## config.mk

```make
export PLATFORM = sky130hd
export DESIGN_NAME = rr_mux4_arbiter
export DESIGN_NICKNAME = d
export VERILOG_FILES = /design/src/rtl/rr_mux_pkg.sv /design/src/rtl/mux4_dw.sv /design/src/rtl/rr_mux4_arbiter.sv
export SDC_FILE = /design/constraint.sdc
export NUM_CORES = 1
export LEC_CHECK = 0
export ABC_AREA = 1
export CORE_UTILIZATION = 48
export DETAILED_ROUTE_END_ITERATION = 8
export GPL_ROUTABILITY_DRIVEN = 0
export PLACE_DENSITY_LB_ADDON = 0.25
export SLEW_MARGIN = 30
export SYNTH_ARGS = -nofsm -noshare
export SYNTH_HDL_FRONTEND = slang
export SYNTH_SLANG_ARGS = --single-unit
```

## constraint.sdc

```tcl
create_clock -name clk -period 5.2 [get_ports clk]
set_input_delay 1.04 -clock clk [delete_from_list [all_inputs] [get_ports clk]]
set_output_delay 1.04 -clock clk [all_outputs]
set_load 0.05 [all_outputs]
```

## src/rtl/rr_mux_pkg.sv

```systemverilog
// Shared types and the round-robin search used by the 4-requester arbiter.
package rr_mux_pkg;

  localparam int NREQ = 4;
  localparam int IDXW = 2;

  typedef logic [NREQ-1:0] req_vec_t;

  // Output register occupancy
  typedef enum logic {
    EMPTY = 1'b0,
    FULL  = 1'b1
  } ostate_t;

  typedef struct packed {
    logic            found;
    logic [IDXW-1:0] idx;
  } pick_t;

  // First active requester searching ptr+1, ptr+2, ptr+3, ptr (2-bit wrap)
  function automatic pick_t rr_pick(input req_vec_t req, input logic [IDXW-1:0] ptr);
    pick_t           res;
    logic [IDXW-1:0] cand;
    res = '0;
    for (int k = 1; k <= NREQ; k++) begin
      cand = ptr + IDXW'(k);
      if (!res.found && req[cand]) begin
        res.found = 1'b1;
        res.idx   = cand;
      end
    end
    return res;
  endfunction

endpackage

```

## src/rtl/mux4_dw.sv

```systemverilog
// Combinational 4-to-1 word selector for the shared datapath.
module mux4_dw
  import rr_mux_pkg::*;
#(
  parameter int DW = 2
) (
  input  logic [IDXW-1:0] sel,
  input  logic [DW-1:0]   d0,
  input  logic [DW-1:0]   d1,
  input  logic [DW-1:0]   d2,
  input  logic [DW-1:0]   d3,
  output logic [DW-1:0]   y
);

  // Pick the word addressed by sel
  always_comb begin
    y = d0;
    case (sel)
      2'd0:    y = d0;
      2'd1:    y = d1;
      2'd2:    y = d2;
      2'd3:    y = d3;
      default: y = d0;
    endcase
  end

endmodule

```

## src/rtl/rr_mux4_arbiter.sv

```systemverilog
// Round-robin arbiter feeding a single-entry output register with its own
// valid/ready handshake; one transfer per cycle when downstream is ready.
module rr_mux4_arbiter
  import rr_mux_pkg::*;
#(
  parameter int DW = 2
) (
  input  logic            clk,
  input  logic            rst_n,
  input  req_vec_t        req,
  input  logic [DW-1:0]   d0,
  input  logic [DW-1:0]   d1,
  input  logic [DW-1:0]   d2,
  input  logic [DW-1:0]   d3,
  output req_vec_t        ack,
  output logic [IDXW-1:0] sel,
  output logic            out_valid,
  output logic [DW-1:0]   out_data,
  input  logic            out_ready
);

  ostate_t         state_p1;
  ostate_t         state_nxt;
  logic [DW-1:0]   data_p1;
  logic [IDXW-1:0] sel_p1;
  logic [IDXW-1:0] ptr_q;
  logic [DW-1:0]   mux_word;
  pick_t           pick;
  logic            load_en;
  logic            grant;

  // ---- stage 0: arbitration and word selection (combinational) ----
  // The register can take a word when empty or draining on this edge.
  assign pick    = rr_pick(req, ptr_q);
  assign load_en = (state_p1 == EMPTY) || out_ready;
  assign grant   = load_en && pick.found;

  mux4_dw #(
    .DW (DW)
  ) u_mux (
    .sel (pick.idx),
    .d0  (d0),
    .d1  (d1),
    .d2  (d2),
    .d3  (d3),
    .y   (mux_word)
  );

  // One-hot ack for the winner; suppressed while reset is asserted
  always_comb begin
    ack = '0;
    if (rst_n && grant) ack[pick.idx] = 1'b1;
  end

  // Occupancy next state: a grant always fills, a drain without grant empties
  always_comb begin
    state_nxt = state_p1;
    case (state_p1)
      EMPTY:   if (grant) state_nxt = FULL;
      FULL:    if (grant) state_nxt = FULL;
               else if (out_ready) state_nxt = EMPTY;
      default: state_nxt = EMPTY;
    endcase
  end

  // ---- stage 1: output register ----
  // Occupancy register
  always_ff @(posedge clk or negedge rst_n) begin
    if (!rst_n) state_p1 <= EMPTY;
    else        state_p1 <= state_nxt;
  end

  // Capture winner word and index; pointer moves only on a grant
  always_ff @(posedge clk or negedge rst_n) begin
    if (!rst_n) begin
      data_p1 <= '0;
      sel_p1  <= '0;
      ptr_q   <= 2'd3;
    end else if (grant) begin
      data_p1 <= mux_word;
      sel_p1  <= pick.idx;
      ptr_q   <= pick.idx;
    end
  end

  assign out_valid = (state_p1 == FULL);
  assign out_data  = data_p1;
  assign sel       = sel_p1;

endmodule

```

* After elaboration in Yosys (flattened, before gate mapping) *
Cells that the tools add are included.
Widths: inputs -> output; s select.

word-level totals
  bits in read-only memories = 0
  latch bits = 0
  output and inout port bits = 9
  RAM bits = 0
  memories = 0
  bits in registers = 7
  logic and storage cells = 48

cells by class
  $lt $le $gt $ge = 6
  bitwise logic cells = 1
  reductions and logical operators = 11
  multiply operators = 0
  div/mod/pow operators = 0
  $add $sub $neg = 3
  shift operators = 0
  equality and inequality tests = 3
  mux-type cells = 20

operator list
  cell                 number
  $lt 2x3->1 const B   5
  $mux 3               4
  $bmux 1 s2           4
  $mux 1               8
  $pmux 2 s4           1
  $logic_and 1x1->1    6
  $add 2x2->2 const B  2
  $eq 2x2->1 const B   2
  $mux 4               1
  $logic_not 1->1      3
  $add 2x1->2 const B  1
  $demux 1 s2          1
  $eq 2x1->1 const B   1
  $ge 2x1->1 const B   1
  $logic_not 2->1      1
  $pmux 1 s2           1
  $logic_or 1x1->1     1
  $not 1->1            1

* Logic depth before layout (Yosys ltp) *
Gate-level depths: netlist (run 1).

  depth in word-level cells = 18
  depth in mapped cells = 16
  depth with buffers taken out = 15

* Hierarchy *
A second synthesis (run 1) with hierarchy kept.

second synthesis, totals
  cell total of the unflattened synthesis = 105
  area, all modules = 684.4 µm²

by module, submodules not included
  module           times used  area an instance (µm²)  sequential area each (µm²)  cells each
  rr_mux4_arbiter  1           623.1                   177.7                       92
  mux4_dw          1           61.3                    0.0                         13

* Least setup slack after synthesis (run 1) *
OpenSTA, ideal clock, no wires.

  path type = input-to-output
  start = input req[2]
  end = output ack[1]
  arrival time = 2929 ps
  stages on the path = 9
  buffers on the path = 0
  path slack = 1231 ps
  required time = 4160 ps
  cell sequence = inv_1 -> nand2_4 -> nand2_1 -> o21ai_1 -> nand3b_1 -> o21ai_2 -> inv_1 -> nand2_1 -> nor3_1

on the way
  longest elaborated chain between the ends = 17

RTL lines
  item                                                            line                   RTL
  start: declaration                                              rr_mux4_arbiter.sv:10  input req_vec_t req,
  $bmux 1 s2                                                      rr_mux_pkg.sv:27       if (!res.found && req[cand]) begin
  $mux 1 (implied by the code)                                    rr_mux_pkg.sv:27
  $mux 3                                                          rr_mux_pkg.sv:27
  $logic_not 1->1                                                 rr_mux_pkg.sv:27
  $logic_and 1x1->1                                               rr_mux_pkg.sv:27
  $mux 3                                                          rr_mux_pkg.sv:27
  $logic_not 1->1                                                 rr_mux_pkg.sv:27
  $logic_and 1x1->1                                               rr_mux_pkg.sv:27
  $mux 3                                                          rr_mux_pkg.sv:27
  $logic_not 1->1                                                 rr_mux_pkg.sv:27
  $logic_and 1x1->1                                               rr_mux_pkg.sv:27
  $mux 3 (*)                                                      rr_mux_pkg.sv:27
  $lt 2x3->1 (implied by the code) or $ge 2x1->1 (tied branches)  rr_mux4_arbiter.sv:52  if (rst_n && grant) ack[pick.idx] = 1'b1;
  $logic_and 1x1->1 (implied by the code)                         rr_mux4_arbiter.sv:52
  $mux 1 (implied by the code)                                    rr_mux4_arbiter.sv:52
  $demux 1 s2                                                     rr_mux4_arbiter.sv:52
  $mux 4 (*)                                                      rr_mux4_arbiter.sv:52
  end: declaration                                                rr_mux4_arbiter.sv:15  output req_vec_t ack,

Every way passes the cells marked *; elsewhere a longest branch is shown, timed or not. The select of a mux whose other input is x is not followed.

* Worst setup path in the final report (run 1) *
  start = input req[3]
  end = output ack[2]

Same word-level chain as after synthesis.

==> results.md, run 1 <==
* Status: finished clean
* DR WL met3 at 80 µm
* Yosys reg bits at 7
* Synth Warn # at 0
* Fin nets at 144
* Fin. Hold Viols at 0
* Hold bufs inserted after CTS at 0
* Vias post-DR at 717
* Largest net degree at the start of global routing at 11
* Worst hold path class: register to register
* Die Y at 41.2 µm
* EDFF count, synth at 0
* Highest Signal Layer: met4
* Final clock skew at between 1.5 and 2 ps
* Met2 routed WL at 766 µm
* RSZ-0062 raised after global routing: false
* Final Cycle Share at 88.4%
* Relative slew slack at ~65%
* CTS clock-pin slew for the worst setup and hold paths at 50 ps
* Global-route wire length before repair at 2480 µm
* Commonest non-fill, non-tap cell in the layout: nand2_1
* Post-CTS Setup Inserts at 0
* Synth Cell Area at 737 µm²
* Achievable frequency at 217 MHz
* Fraction of layout cells with a size suffix above 1 at 27.3%
* Starting DRC count in detailed routing at 9
* Starting density of the core at 53.9%
* R2r startpoint: ptr_q[0]
* CP arrival at 3560 ps
* Slew Limit Fails at 0
* Routed wire length at 1560 µm
* Sequential fraction of the synthesis area at 24.1%
* Total CTS buffers at 3
* Global route total overflow at 0
* Required time of the critical path at 4160 ps
* Mapped Cells at 102
* DR WL/cell at 10.9 µm
* Metal-1 WL at 686 µm
* N_diodes at 0
* Pre-antenna DRT Iters at 4
* Commonest non-fill, non-tap cells in the layout: nand2_1 (26), clkdlybuf4s50_1 (23), nand3_1 (12)
* Total GRT Usage at ~23%
* Post-synth top flop: dfrtp_1
* Worst slew pin tran at ~520 ps
* Root Buffer: clkbuf_4
* Critical path class: primary input to output pin
* Post-layout min period at ~4600 ps
* Std cell rows at 13
* Initial antenna violation count at 0
* Clock buffer depth at 2
* Synthesis-to-layout area growth at 35.8%
* Max H-tree Level at 1
* DRC errors left at 0
* Mapped Avg Cell Area at 7.23 µm²
* I/O Buffers at 23
* Average vias per placed instance at 5.01
* # setup viols final at 0
* Min-delay src: sel[1]
* CTS tree: yes
* Net Count, Synth at roughly 120
* CP Launch Type: primary input
* Vias in the first global route at 594
* CP max FO at 7
* Max Cap Viol at 0
* CP Capture Type: output pin
* Clock Latency Late Sink at about 250 ps
* CP Launch Point: req[3]
* Die ar. at 1700 µm²
* CORE AREA at ~1400 µm²
* Clock Sinks at 7
* Async SR Flop Fraction at 100%
* Post-synthesis cell type count at 24
* Die width at ~41 µm
* Post-CTS resize count at 0
* Total I/O pin count at 24
* Remaining antenna violation count at 0
* DPL Wire Length at 1290 µm
* TNS Setup at 0 ps
==> synth_stat cells, types with 2 or more instances <==
cell / n / share of area [%]
nand4_1: 3 / 2.5
nand3_1: 12 / 8.1
nand2_1: 26 / 13
dfrtp_1: 5 / 17
o21ai_0: 4 / 2.7
inv_1: 9 / 4.6
o21ai_1: 3 / 2.0
nand2_4: 8 / 12
inv_2: 4 / 2.0
nor3_1: 3 / 2.0
nand3_2: 2 / 2.7
dfstp_2: 2 / 7.1
nand2_2: 10 / 8.5
==> worst paths after layout <==
kind / endpoint / slack (ps) / cells after the start
worst max-delay path: ack[2] / 600 / 11
worst min-delay path: sel[1] / 490 / 2
worst max register to register: out_data[0] / 3190 / 11
worst min register to register: sel[1] / 490 / 2
max in group asynchronous: ptr_q[1] / 3860 / 1
min in group asynchronous: sel[1] / 1050 / 1
==> metrics by stage <==
stage	utilization [%]	hold WS [ps]	instances	cell area, µm²	setup slack, ps
after floorplan	-	566	102	737	1230
after global placement	71.3	480	139	975	700
after detailed placement	71.3	482	139	975	630
after CTS	73.3	496	143	1000	615
after global routing	73.3	539	143	1000	378
final	73.3	492	143	1000	602
==> per-layer routing <==
metal	GRT usage [%]	vias to the layer above
met5	0	-
met4	11.3	0
met3	3.80	2
met2	36.7	19
met1	28.7	309
li1	-	387
==> flip-flops by register name, summed over array words and instances, names as in the netlist <==
name       flops
out_data       2
ptr_q          2
sel            2
out_valid      1
==> cells by family after synthesis <==
group,Yosys count,synth area share [%]
compound gates,9,6.96
buf+inv,15,9.68
flops,7,24.1
simple gates,71,59.3
==> area by class of cell <==
type / instances / area (µm²)
inverters: 14 / 60.1
multi-input cells: 80 / 488
clock buffers: 4 / 26.3
repair buffers: 23 / 230
well taps: 15 / 18.8
flip-flops and latches: 7 / 178
fillers: 117 / 365
==> critical path, cell delays in order <==
cell and delay, ps:
clkdlybuf4s50_1 530, inv_1 50, nand2_1 70, nand2_1 60, o21ai_1 250, nand3b_1 170
o21ai_2 100, inv_1 160, nand2_1 130, nor3_1 170, clkdlybuf4s50_1 830
Power of run 1 is not shown: default switching activity piles up to over one toggle a cycle in this logic, so the estimate is an artifact.
==> inputs of run 2 (changes only) <==
- ABC_AREA: 1 -> not set
- CORE_AREA: not set -> 2 2 39 41
- CORE_UTILIZATION: 48 -> not set
- DIE_AREA: not set -> 0 0 41 43
==> run 2 against run 1 <==
Sequential share of layout area grew 5.3 points. Cell area shrank 23%. Hold slack lost 11 ps. Via count shrank 29%. Critical path depth shrank 4. Register-to-register slack gained 390 ps. Area after synthesis shrank 33%. Clock-buffer cell count is the same. Critical endpoint is now ack[0]. Largest cell class unchanged.
==> results.md, run 2 <==
* Status: finished clean
* Post-layout min period at around 4300 ps
* Pwr Total at between 200 and 300 µW
* DPL Wire Length at roughly 880 µm
* Compound-Gate Fraction of Synth Area at roughly 30%
* Die width at 41 µm
* Initial antenna violation count at 0
* Top cells by count, synth: nand2_1 (11), dfrtp_1 (5), nor2_1 (5)
* CORE AREA at between 1000 and 1500 µm²
* Critical path class: primary input to output pin
* Root Buffer: clkbuf_4
* Post-DP Area at 744 µm²
* Max H-tree Level at 1
* CP Capture Type: output pin
* Average vias per placed instance at roughly 5.1
* Clock Sinks at 7
* Sw frac at between 40% and 50%
* Clock Power Share at 18.8%
* CP Launch Type: primary input
* Post-CTS resize count at 0
* Async SR Flop Fraction at 100%
* Adder-Cell Fraction of Synth Area at 0%
* Total I/O pin count at 24
* Clock buffer depth at 2
* Achievable frequency at 231 MHz
* R2R Path End: out_data[1]
* Fraction of layout cells with a size suffix above 1 at 15.7%
* Final clock skew at 4.72 ps
* Fin nets at 99
* Sequential fraction of the synthesis area at 35.9%
* Starting DRC count in detailed routing at 5
* Mapped Cells at 56
* I/O Buffers at 23
* Die Y at 43 µm
* Simple-gate area share of the yosys netlist at 28.9%
* Commonest non-fill, non-tap cell in the layout: clkdlybuf4s50_1
* Psw at 103 µW
* Area leader, netlist: dfrtp_1
* Fill cells at 141
* Largest net degree at the start of global routing at 10
* DRC errors left at 0
* EDFF count, synth at 0
* Synth Warn # at 0
* Die ar. at between 1500 and 2000 µm²
* Worst hold path class: register to register
* CP Launch Point: req[3]
* Worst slew pin tran at 496 ps
* Net Count, Synth at between 70 and 80
* Commonest non-fill, non-tap cells in the layout: clkdlybuf4s50_1 (23), nand2_1 (11), nor2_1 (5), dfrtp_1 (5)
* Remaining antenna violation count at 0
* Global-route wire length before repair at 1680 µm
* Total GRT Usage at between 10% and 20%
* Pint at 149 µW
* Post-synth top flop: dfrtp_1
* Final Cell Area at between 700 and 800 µm²
* Pleak at 0.318 nW
* Total CTS buffers at 3
* Pre-antenna DRT Iters at 4
* Routed wire length at 1080 µm
* Fin. Hold Viols at 0
* Yosys reg bits at 7
* RSZ-0062 raised after global routing: false
* Max Cap Viol at 0
* CP arrival at 3290 ps
* Yosys top cell area share at 25.3%
* Mapped Avg Cell Area at 8.83 µm²
* # setup viols final at 0
* Synthesis-to-layout area growth at 55.9%
* Fin Hold WS at 482 ps
* CTS tree: yes
* Global route total overflow at 0
* Final Cycle Share at 83.3%
* Power Dens Cells at about 330 nW/µm²
* Sequential Power Share at 31.2%
* R2r worst-path depth at 5
* Combinational Power Share at 50.0%
* TNS Setup at 0 ps
* CP max FO at 6
* R2r startpoint: ptr_q[0]
* Clock Latency Late Sink at ~250 ps
* Std cell rows at 14
* Xor and xnor fraction of the mapped netlist area at 0%
* N_diodes at 0
* Synth Cell Area at 494 µm²
* Required time of the critical path at 4160 ps
* Vias post-DR at ~510
* Multiplexer area fraction after synthesis at 4.05%
* CTS clock-pin slew for the worst setup and hold paths at 50 ps
* Largest family of logic cells by synthesized area: compound AO/OA/AOI/OAI gates
* Post-CTS Setup Inserts at 0
* Post-synthesis cell type count at 26
* DR WL/cell at 10.9 µm
* Slew Limit Fails at 0
* Starting density of the core at around 36%
* Reg-to-reg slack, setup at ~3600 ps
* Hold bufs inserted after CTS at 0
* Max rail drop VDD at 189 µV
* CP Capture Point: ack[0]
* Relative slew slack at 66.8%
* Synth area leaders: dfrtp_1 (25%), dfstp_2 (11%), nand2_1 (8.4%), o211ai_2 (5.1%), mux2i_1 (4.1%)
* Vias in the first global route at about 450
* Most numerous cell in the Yosys netlist: nand2_1
## run 2: cell count changes after synthesis, moves of 4 or more
cell	change
nand2_1	-15
nand3_1	-11
nand2_2	-10
inv_1	-8
nand2_4	-8
nor2_1	+4
## run 2: area by class of cell
class / instances / area (µm²) / area share, %
clock buffer: 4 / 26.3 / 3.41
inverter: 2 / 7.51 / 0.974
sequential: 7 / 178 / 23.1
timing repair buffer: 23 / 230 / 29.9
tap: 16 / 20.0 / 2.60
multi-input combinational: 47 / 309 / 40.1
## run 2: critical path, stage by stage
cell and delay [ps]:
clkdlybuf4s50_1 490, nor2b_4 170, o21a_4 220, nor3_4 300
inv_2 60, nor3_1 180, clkdlybuf4s50_1 830
## run 2: cell families after synthesis
family | Yosys count
compound gates | 18
buf+inv | 2
flops | 7
mux | 2
simple gates | 27
## run 2: worst min-delay path by stage
stage	start	endpoint	cells past startpoint
final	sel[1]	sel[1]	2
after global routing	sel[1]	sel[1]	2
after CTS	sel[1]	sel[1]	2
after detailed placement	sel[1]	sel[1]	2
after global placement	sel[1]	sel[1]	2
after floorplan	ptr_q[1]	ptr_q[1]	2
## run 2: layer usage
metal	wire (µm)	global-route usage, %
met5	0	0
met4	8	8.00
met3	55	4.71
met2	534	21.6
met1	484	16.4
## run 2: metrics by stage
step                util [%]  std cells  setup slack (ps)
finish                  55.7         99               870
global route            55.7         99               702
CTS                     55.7         99               848
detailed placement      53.8         95               850
global placement        53.8         95               873
floorplan                  -         56              1350
## run 2: power by group through the flow
| stage | logic, mW | registers, mW | clock network, mW |
|---|---|---|---|
| after floorplan | 0.0559 | 0.108 | 0 |
| after global placement | 0.126 | 0.0798 | 0 |
| after detailed placement | 0.127 | 0.0797 | 0 |
| after CTS | 0.128 | 0.0789 | 0.0499 |
| after global routing | 0.135 | 0.0804 | 0.0535 |
| final | 0.126 | 0.0789 | 0.0474 |
Power figures use the tool's default switching activity.
==> inputs of run 3 (changes only) <==
- CORE_AREA: 2 2 39 41 -> not set
- CORE_MARGIN: not set -> 2
- CORE_UTILIZATION: not set -> 38
- DIE_AREA: 0 0 41 43 -> not set
- clock period: 5.2 -> 4.22 ns (I/O delays scaled with it)
==> run 3 against run 2 <==
Setup slack lost 550 ps. Clock power grew 30%. Total power grew 27%. Clock-buffer cell count is the same. Non-clock buffer count grew 1. Global-route usage grew 3.9 points. Cell count shrank 1.0%. Sequential share of layout area shrank 0.075 points. Sequential cell count is the same. Via count grew 1.4%. Utilization grew 11 points.
==> results.md, run 3 (synthesized netlist as in run 2, its figures left out) <==
* Final Util at 66.9%
* Clock Latency Late Sink at about 250 ps
* CP Capture Point: ack[2]
* Global-route wire length before repair at 1920 µm
* Reg-to-reg slack, setup at ~2600 ps
* CP bufs+invs at 3
* Crit-path leading delay family: buffers and inverters
* I/O Buffers at 23
* Post-CTS Setup Inserts at 0
* Root Buffer: clkbuf_4
* DR WL/cell at around 13 µm
* Required time of the critical path at 3380 ps
* Power Dens Cells at 414 nW/µm²
* Crit path largest cell delay at 810 ps
* Post-CTS resize count at 0
* Fraction of layout cells with a size suffix above 1 at 17.9%
* DRC errors left at 0
* Commonest non-fill, non-tap cell in the layout: clkdlybuf4s50_1
* Critical path class: primary input to output pin
* Fin. Hold Viols at 0
* Initial antenna violation count at 0
* CP arrival at roughly 3000 ps
* Worst slew pin tran at 518 ps
* Fin Hold WS at 492 ps
* Clock buffer depth at 2
* RSZ-0062 raised after global routing: false
* Post-layout min period at 3900 ps
* Relative slew slack at approximately two thirds
* Pleak at 0.325 nW
* Dpl cells at 94
* Remaining antenna violation count at 0
* Max rail drop VDD at 304 µV
* Slew Limit Fails at 0
* Synthesis-to-layout area growth at 56.5%
* CTS tree: yes
* R2r startpoint: ptr_q[0]
* Average vias per placed instance at 5.26
* Status: finished clean
* R2r worst-path depth at 5
* CORE AREA at 1160 µm²
* CP Launch Type: primary input
* Max H-tree Level at 1
* Clock Sinks at 7
* Pwr Total at 320 µW
* Achievable frequency at 256 MHz
* CP max-delay cell: clkdlybuf4s50_1
* Global route total overflow at 0
* Die width at approximately 40 µm
* CP Depth at 7
* N_diodes at 0
* Final Cycle Share at 92.5%
* Die Y at 40.1 µm
* Non-Filler Instances at ~100
* Pre-antenna DRT Iters at 4
* # setup viols final at 0
* Largest net degree at the start of global routing at 10
* Starting density of the core at 42.7%
* Commonest non-fill, non-tap cells in the layout: clkdlybuf4s50_1 (22), nand2_1 (11), nor2_1 (5), dfrtp_1 (5)
* Total CTS buffers at 3
* Std cell rows at 12
* CP Launch Point: req[3]
* Worst hold path class: register to register
* Vias post-DR at between 500 and 600
* Total GRT Usage at 18.1%
* Routed wire length at 1280 µm
* CTS clock-pin slew for the worst setup and hold paths at 60 ps
* R2R Path End: out_data[0]
* Max Cap Viol at 0
* Total I/O pin count at 24
* TNS Setup at 0 ps
* Most used cell, CP: clkdlybuf4s50_1
* CP Capture Type: output pin
* DPL Wire Length at 1010 µm
* Die ar. at 1610 µm²
* Final clock skew at about 3.3 ps
* Starting DRC count in detailed routing at 12
* Crit-path cells: clkdlybuf4s50_1 > nor2b_4 > o21a_4 > nor3_4 > inv_2 > nor2_1 > clkdlybuf4s50_1
* Hold bufs inserted after CTS at 0
* Vias in the first global route at between 400 and 500
* CP max FO at 6
* Fin nets at 100
==> run 3: routing by layer <==
layer | global-route usage [%] | share of wire [%] | up-vias
met5 | 0 | 0 | -
met1 | 19.3 | 44 | 234
li1 | - | - | 260
met3 | 3.89 | 6.3 | 2
met4 | 7.76 | 0.47 | 0
met2 | 33.5 | 49 | 19
==> run 3: layout make-up <==
cell class	count	area, µm²
Sequential cell	7	178
Tap cell	14	17.5
Fill cell	96	383
Clock buffer	4	26.3
Multi-Input combinational cell	47	309
Timing Repair Buffer	24	235
Inverter	2	7.51
==> run 3: how the worst min path moves through the flow <==
stage | slack, ps | from | to | cells past startpoint
floorplan | 480 | ptr_q[1] | ptr_q[1] | 2
global placement | 470 | sel[1] | sel[1] | 2
detailed placement | 480 | out_data[0] | out_data[0] | 2
CTS | 490 | out_data[1] | out_data[1] | 2
global route | 510 | sel[0] | sel[0] | 1
finish | 490 | out_data[1] | out_data[1] | 2
==> run 3: worst reg2reg max path: cells and delay by family (launching register included) <==
family / cells / cell delay (ps)
flip-flops: 1 / 560
AND/OR/NAND/NOR: 2 / 370
AO/OA/AOI/OAI: 2 / 320
multiplexers: 1 / 270
==> run 3: stage by stage <==
stage	worst slack (ps)	area, µm²
floorplan	766	494
global placement	342	747
detailed placement	341	747
CTS	331	773
global route	229	773
finish	319	773
==> run 3: report_power, final <==
part / switching (mW) / internal (mW) / total [mW]
clock: 0.0255 / 0.0361 / 0.0616
combinational: 0.0957 / 0.0650 / 0.161
sequential: 0.0126 / 0.0850 / 0.0976
